$ cat src/rtl/store_merge_unit_pkg.sv
// Shared encodings for the store merge unit: operand sizes, FSM states and
// the word-alignment mask applied to store byte addresses.
package store_pkg;

  localparam int unsigned DATA_W = 32;
  localparam int unsigned OFS_W  = 2;

  typedef enum logic [1:0] {
    SZ_BYTE = 2'b00,
    SZ_HALF = 2'b01,
    SZ_WORD = 2'b10,
    SZ_RSVD = 2'b11
  } size_e;

  typedef enum logic [2:0] {
    ST_IDLE  = 3'd0,
    ST_READ  = 3'd1,
    ST_MERGE = 3'd2,
    ST_WRITE = 3'd3,
    ST_ERR   = 3'd4
  } state_e;

  // ANDed onto the byte offset to form the word address of the RAM port
  localparam logic [OFS_W-1:0] WORD_ALIGN_MASK = 2'b00;

  // Half stores must sit on an even byte, word stores on a word boundary
  function automatic logic misaligned(input size_e sz, input logic [OFS_W-1:0] ofs);
    return ((sz == SZ_HALF) && ofs[0]) || ((sz == SZ_WORD) && (ofs != 2'b00));
  endfunction

endpackage

$ cat src/rtl/store_merge_unit_if.sv
// Request and RAM-port bundle of the store merge unit. The master side is the
// pipeline plus data RAM; the slave side is store_merge_unit.
interface store_merge_unit_if #(
  parameter int unsigned ADDR_W = 32
);
  logic              req_valid;
  logic              req_ready;
  logic [ADDR_W-1:0] req_addr;
  logic [31:0]       req_data;
  logic [1:0]        req_size;
  logic              done;
  logic              err;
  logic [ADDR_W-1:0] mem_addr;
  logic              mem_rd_en;
  logic [31:0]       mem_rdata;
  logic              mem_wr_en;
  logic [31:0]       mem_wdata;

  modport master (
    output req_valid, req_addr, req_data, req_size, mem_rdata,
    input  req_ready, done, err, mem_addr, mem_rd_en, mem_wr_en, mem_wdata
  );

  modport slave (
    input  req_valid, req_addr, req_data, req_size, mem_rdata,
    output req_ready, done, err, mem_addr, mem_rd_en, mem_wr_en, mem_wdata
  );
endinterface

$ cat src/rtl/store_merge_unit_lane_merge.sv
// Combinational little-endian lane merge: overlays a truncated store operand
// onto the word read back from RAM.
module lane_merge
  import store_pkg::*;
(
  input  logic [DATA_W-1:0] old_word_i,
  input  logic [DATA_W-1:0] operand_i,
  input  size_e             size_i,
  input  logic [OFS_W-1:0]  ofs_i,
  output logic [DATA_W-1:0] merged_o
);

  always_comb begin
    merged_o = old_word_i;
    case (size_i)
      SZ_BYTE: merged_o[{ofs_i, 3'b000} +: 8]        = operand_i[7:0];
      // ofs_i[0] deliberately ignored: half lane is chosen by bit 1 only
      SZ_HALF: merged_o[{ofs_i[1], 4'b0000} +: 16]   = operand_i[15:0];
      SZ_WORD: merged_o                              = operand_i;
      default: merged_o                              = old_word_i;
    endcase
  end

endmodule

$ cat src/rtl/store_merge_unit.sv
// Store-path narrowing and read-modify-write merge unit for the memory stage.
// Optional STORE_MISALIGN_TRAP_EN rejects misaligned half/word stores via ERR.
module store_merge_unit
  import store_pkg::*;
#(
  parameter int unsigned ADDR_W = 32
) (
  input  logic               clk,
  input  logic               rst,
  store_merge_unit_if.slave  bus
);

  state_e            state_q,     state_d;
  logic [OFS_W-1:0]  ofs_q,       ofs_d;
  logic [DATA_W-1:0] data_q,      data_d;
  size_e             size_q,      size_d;
  logic [ADDR_W-1:0] mem_addr_q,  mem_addr_d;
  logic [DATA_W-1:0] mem_wdata_q, mem_wdata_d;
  logic              mem_rd_en_q, mem_rd_en_d;
  logic              mem_wr_en_q, mem_wr_en_d;
  logic              done_q,      done_d;
  logic              err_q,       err_d;

  size_e             req_size_c;
  logic              accept_c;
  logic              reject_c;
  logic [DATA_W-1:0] merged_c;

  assign req_size_c = size_e'(bus.req_size);
  assign accept_c   = bus.req_valid && (state_q == ST_IDLE);

`ifdef STORE_MISALIGN_TRAP_EN
  assign reject_c = (req_size_c == SZ_RSVD) || misaligned(req_size_c, bus.req_addr[1:0]);
`else
  assign reject_c = (req_size_c == SZ_RSVD);
`endif

  lane_merge u_lane_merge (
    .old_word_i (bus.mem_rdata),
    .operand_i  (data_q),
    .size_i     (size_q),
    .ofs_i      (ofs_q),
    .merged_o   (merged_c)
  );

  // Next-state and registered-output decode; strobes default low
  always_comb begin
    state_d     = state_q;
    ofs_d       = ofs_q;
    data_d      = data_q;
    size_d      = size_q;
    mem_addr_d  = mem_addr_q;
    mem_wdata_d = mem_wdata_q;
    mem_rd_en_d = 1'b0;
    mem_wr_en_d = 1'b0;
    done_d      = 1'b0;
    err_d       = 1'b0;

    case (state_q)
      ST_IDLE: begin
        if (accept_c) begin
          ofs_d      = bus.req_addr[1:0];
          data_d     = bus.req_data;
          size_d     = req_size_c;
          mem_addr_d = {bus.req_addr[ADDR_W-1:2], bus.req_addr[1:0] & WORD_ALIGN_MASK};
          if (reject_c) begin
            state_d = ST_ERR;
            done_d  = 1'b1;
            err_d   = 1'b1;
          end else if (req_size_c == SZ_WORD) begin
            state_d     = ST_WRITE;
            mem_wr_en_d = 1'b1;
            done_d      = 1'b1;
            mem_wdata_d = bus.req_data;
          end else begin
            state_d     = ST_READ;
            mem_rd_en_d = 1'b1;
          end
        end
      end
      ST_READ: begin
        state_d = ST_MERGE;
      end
      // RAM data is valid this cycle; merge and register it for the write
      ST_MERGE: begin
        state_d     = ST_WRITE;
        mem_wr_en_d = 1'b1;
        done_d      = 1'b1;
        mem_wdata_d = merged_c;
      end
      ST_WRITE: state_d = ST_IDLE;
      ST_ERR:   state_d = ST_IDLE;
      default:  state_d = ST_IDLE;
    endcase
  end

  always_ff @(posedge clk or posedge rst) begin
    if (rst) begin
      state_q     <= ST_IDLE;
      ofs_q       <= '0;
      data_q      <= '0;
      size_q      <= SZ_BYTE;
      mem_addr_q  <= '0;
      mem_wdata_q <= '0;
      mem_rd_en_q <= 1'b0;
      mem_wr_en_q <= 1'b0;
      done_q      <= 1'b0;
      err_q       <= 1'b0;
    end else begin
      state_q     <= state_d;
      ofs_q       <= ofs_d;
      data_q      <= data_d;
      size_q      <= size_d;
      mem_addr_q  <= mem_addr_d;
      mem_wdata_q <= mem_wdata_d;
      mem_rd_en_q <= mem_rd_en_d;
      mem_wr_en_q <= mem_wr_en_d;
      done_q      <= done_d;
      err_q       <= err_d;
    end
  end

  assign bus.req_ready = (state_q == ST_IDLE);
  assign bus.done      = done_q;
  assign bus.err       = err_q;
  assign bus.mem_addr  = mem_addr_q;
  assign bus.mem_rd_en = mem_rd_en_q;
  assign bus.mem_wr_en = mem_wr_en_q;
  assign bus.mem_wdata = mem_wdata_q;

endmodule

$ cat src/flat_wrapper.sv
// flat-port wrapper written by rule: the top's interface ports become plain ports
module store_merge_unit_flat import store_pkg::*;
#(
  parameter int unsigned ADDR_W = 32
)
  (clk, rst, bus_req_valid, bus_req_addr, bus_req_data, bus_req_size, bus_mem_rdata, bus_req_ready, bus_done, bus_err, bus_mem_addr, bus_mem_rd_en, bus_mem_wr_en, bus_mem_wdata);
  store_merge_unit_if #(.ADDR_W(ADDR_W)) bus_i ();
  input  logic clk;
  input  logic rst;
  input wire logic [$bits(bus_i.req_valid)-1:0] bus_req_valid;
  input wire logic [$bits(bus_i.req_addr)-1:0] bus_req_addr;
  input wire logic [$bits(bus_i.req_data)-1:0] bus_req_data;
  input wire logic [$bits(bus_i.req_size)-1:0] bus_req_size;
  input wire logic [$bits(bus_i.mem_rdata)-1:0] bus_mem_rdata;
  output wire logic [$bits(bus_i.req_ready)-1:0] bus_req_ready;
  output wire logic [$bits(bus_i.done)-1:0] bus_done;
  output wire logic [$bits(bus_i.err)-1:0] bus_err;
  output wire logic [$bits(bus_i.mem_addr)-1:0] bus_mem_addr;
  output wire logic [$bits(bus_i.mem_rd_en)-1:0] bus_mem_rd_en;
  output wire logic [$bits(bus_i.mem_wr_en)-1:0] bus_mem_wr_en;
  output wire logic [$bits(bus_i.mem_wdata)-1:0] bus_mem_wdata;
  assign bus_i.req_valid = bus_req_valid;
  assign bus_i.req_addr = bus_req_addr;
  assign bus_i.req_data = bus_req_data;
  assign bus_i.req_size = bus_req_size;
  assign bus_i.mem_rdata = bus_mem_rdata;
  assign bus_req_ready = bus_i.req_ready;
  assign bus_done = bus_i.done;
  assign bus_err = bus_i.err;
  assign bus_mem_addr = bus_i.mem_addr;
  assign bus_mem_rd_en = bus_i.mem_rd_en;
  assign bus_mem_wr_en = bus_i.mem_wr_en;
  assign bus_mem_wdata = bus_i.mem_wdata;
  store_merge_unit #(.ADDR_W(ADDR_W)) u_core (.clk(clk), .rst(rst), .bus(bus_i));
endmodule
$ cat config.mk
export PLATFORM = sky130hd
export DESIGN_NAME = store_merge_unit_flat
export DESIGN_NICKNAME = d
export VERILOG_FILES = /design/src/rtl/store_merge_unit_pkg.sv /design/src/rtl/store_merge_unit_if.sv /design/src/rtl/store_merge_unit_lane_merge.sv /design/src/rtl/store_merge_unit.sv /design/src/flat_wrapper.sv
export SDC_FILE = /design/constraint.sdc
export NUM_CORES = 1
export LEC_CHECK = 0
export CORE_MARGIN = 3
export CORE_UTILIZATION = 47
export CTS_CLUSTER_SIZE = 25
export DETAILED_ROUTE_END_ITERATION = 6
export PLACE_DENSITY_LB_ADDON = 0.12
export SLEW_MARGIN = 0
export SYNTH_ARGS = -nofsm -noshare
export SYNTH_HDL_FRONTEND = slang
export SYNTH_SLANG_ARGS = --single-unit
$ cat constraint.sdc
create_clock -name clk -period 3.5 [get_ports clk]
set_input_delay 0.35 -clock clk [delete_from_list [all_inputs] [get_ports clk]]
set_output_delay 0.35 -clock clk [all_outputs]
set_load 0.01 [all_outputs]
==> results.md <==
* 0 — final count of negative-setup-slack endpoints
* 170 — # IOs
* 21.53 um — detail-routed net length per standard cell
* 3.066 nW — leakage power
* dfrtp_1 — predominant post-synthesis flop cell
* 0.07 ns — clock-pin slew on the worst setup and hold paths
* 0.35 ns — Clock Latency Late Sink
* register — Worst Setup End Kind
* 2 — maximum buffer depth of the clock tree
* 4960 — routed vias
* 1 — worst hold path cell count
* u_core.bus.mem_wdata[31] — RR Endpoint
* 73.47% — fraction of the cycle the final worst path needs
* 0 — CTS Hold Bufs
* 0 — Post-synth EDFFs
* 3 — number of levels in the clock H-tree
* 0 — number of warning messages in the yosys log
* 763 — NumNets Final
* 0 — total inserted antenna cells
* 388.9 MHz — max frequency
* register to register — Hold/Removal Path Class
* u_core.bus.mem_addr[6] — endpoint with the worst hold slack
* register — type of origin of the critical path
* 26.31% — GRT Total Usage
* 14.80% — fraction of final layout cells sized beyond drive strength 1
* register to register — Worst Path Class, Setup
* 0.8315 — routability cong.
* 61 — maximum number of pins on one net before global-route repair
* 167 — IO buf count
* 47.51% — sequential cell area fraction in the yosys report
* 5 — Initial DRT Pass Iterations
* 6 — logic depth of the worst register-to-register path
* 7602 um^2 — fin area
* 9 — TritonCTS buffer count
* false — setup repair after global routing missed its margin
* 5530 um^2 — combined area of all synthesized cells
* 3.78 ns — Req. time, crit path
* 0 ns — final setup TNS
* 20 — CP Max Fanout
* 7289 um^2 — Placed Area
* done — TritonCTS clock tree
* 17260 um — routed wire length
* 0 — max-slew violation count
* 0 — number of nets with antenna violations after detailed routing
* 10.95 um^2 — Mapped Avg Cell Area
* clkdlybuf4s50_1 — most common library cell in the layout ignoring fill and taps
* 0 — remaining global-route overflow
* 0.93 ns — reg-to-reg slack, setup
* 114.5 um — width of the die
* 0.007032 ns — final worst clock skew
* 505 — number of standard cells after synthesis
* 0 — drc violations
* 2.86 ns — arrival time of the worst setup path
* clkbuf_16 — CTS root buf
* 49 — number of distinct library cell variants in the gate-level netlist after synthesis
* 105 — Sinks on Clock Net
* 941.4 nW/um^2 — power density over cell area
* 49.50% — Initial Util
* u_core.bus.mem_addr[6] — Worst Min Path Start
* 68.04% — utilization after layout
* clkdlybuf4s50_1 (167), dfrtp_1 (105), mux2_2 (62), a21oi_1 (38), a221oi_1 (26) — top library cells by usage in the layout, fill and taps aside
* 0 — post-CTS setup buffer count
* 114.5 um — y dimension of the die
* 13100 um^2 — die footprint
* 105 — Yosys reg bits
* 0 — final hold violation count
* 26900 um — first-pass GRT wire length
* 0 — count of max-cap constraint violations
* 11170 um^2 — Core Area
* 38 — number of rows in the core area
* 6.185 — detailed-route vias per instance
* 11860 um — DP HPWL
* 0.5108 mV — VDD IR-drop max
* u_core.ofs_q[1] — reg-to-reg startpoint
* 0.9753 ns — Worst Tran Pin Value
* 34.98% — Rel. slew slack
* 2.571 ns — Tmin final
* 5024 — via count of the first global-routing pass
* finished clean — run status
* 37.47% — area growth from synthesis to layout
* 462 — count of routing violations after the opening detailed-route iteration
* 0 — CTS-repair resized insts
* 0 — antenna violations before repair
* 100.0% — FFs w/ async S/R, synth
## registers in the layout (all words and copies together) (netlist names)
| signal | count |
|---|---|
| u_core.bus.mem_wdata | 32 |
| u_core.size_q | 2 |
| u_core.bus.done | 1 |
| u_core.ofs_q | 2 |
| u_core.data_q | 32 |
| u_core.bus.mem_rd_en | 1 |
| u_core.bus.mem_wr_en | 1 |
| u_core.state_q | 3 |
| u_core.bus.err | 1 |
| u_core.bus.mem_addr | 30 |
## cell type report
cell class | count | area, um^2
fill | 882 | 3571
clock buffer | 10 | 239.0
timing repair buffer | 180 | 1769
sequential | 105 | 2628
tap | 140 | 175.2
clock inverter | 6 | 73.82
inverter | 5 | 21.27
multi-input combinational | 356 | 2696
## layer usage
layer,wire (um),up-vias,GRT usage (%),part of all wire (%)
met3,1915,30,8.245,11
met4,389,0,8.947,2.3
met2,8259,283,42.26,48
li1,-,2215,-,-
met1,6699,2432,33.74,39
met5,0,-,0,0
## worst max-delay path by stage
stage,from,to,slack (ns)
after floorplan,rst,u_core.bus.done,0.39
after global placement,u_core.ofs_q[1],u_core.bus.mem_wdata[31],1.12
after detailed placement,u_core.ofs_q[1],u_core.bus.mem_wdata[27],1.02
after CTS,u_core.ofs_q[1],u_core.bus.mem_wdata[31],0.97
after global routing,u_core.ofs_q[1],u_core.bus.mem_wdata[31],0.84
final,u_core.ofs_q[1],u_core.bus.mem_wdata[31],0.93
## synthesized netlist by cell type, drive strengths merged (5+ instances only)
library cell  number  area, um^2
mux2              69       777.0
o211ai            14       110.1
a211o              6       52.55
nand2             23       86.33
mux2i             14       140.1
a22oi             14       105.1
a221oi            26       227.7
a21oi             38       190.2
buf               21       121.4
nor3               6       51.30
dfrtp            105        2628
nor2              21       78.83
o2111ai            6       52.55
clkbuf            19       71.32
o21ai             27       135.1
ha                 5       62.56
or3               11       68.82
nor2b             19       118.9
o32ai              7       61.31
inv                5       18.77
nand2b             9       56.30
a221o              6       60.06
and3               8       50.05
## stage by stage
stage | cells | total power (W) | setup slack [ns] | hold WS, ns
global route | 802 | 0.007575 | 0.8396 | 0.5007
finish | 802 | 0.007157 | 0.9286 | 0.4884
floorplan | 506 | 0.004487 | 0.3895 | 0.4156
global placement | 786 | 0.005927 | 1.116 | 0.4595
detailed placement | 786 | 0.006067 | 1.019 | 0.4741
CTS | 802 | 0.007141 | 0.9706 | 0.4914
## cells by family after synthesis
kind of cell	count (synthesis)	share of synthesized area [%]
muxes	83	16.58
DFF	105	47.51
buffers and inverters	45	3.824
and+or+nand+nor	112	11.24
adders and majority gates	5	1.131
AOI/OAI and AO/OA	154	19.64
other	1	0.06781
## where the power goes
part	leakage [nW]	internal [W]	switching, W
Clock	0.147	0.000584	0.000478
Sequential	1.26	0.00183	0.000645
Combinational	1.66	0.00191	0.00171
Total	3.07	0.00433	0.00283
## worst max-delay path, stage by stage, from the launching register on
cell	delay, ns
dfrtp_1	0.72
inv_1	0.18
ha_1	0.33
or4bb_1	0.58
nor3_4	0.33
and3b_1	0.23
a2111o_1	0.12
No activity file was read; power rests on OpenSTA's default activity.
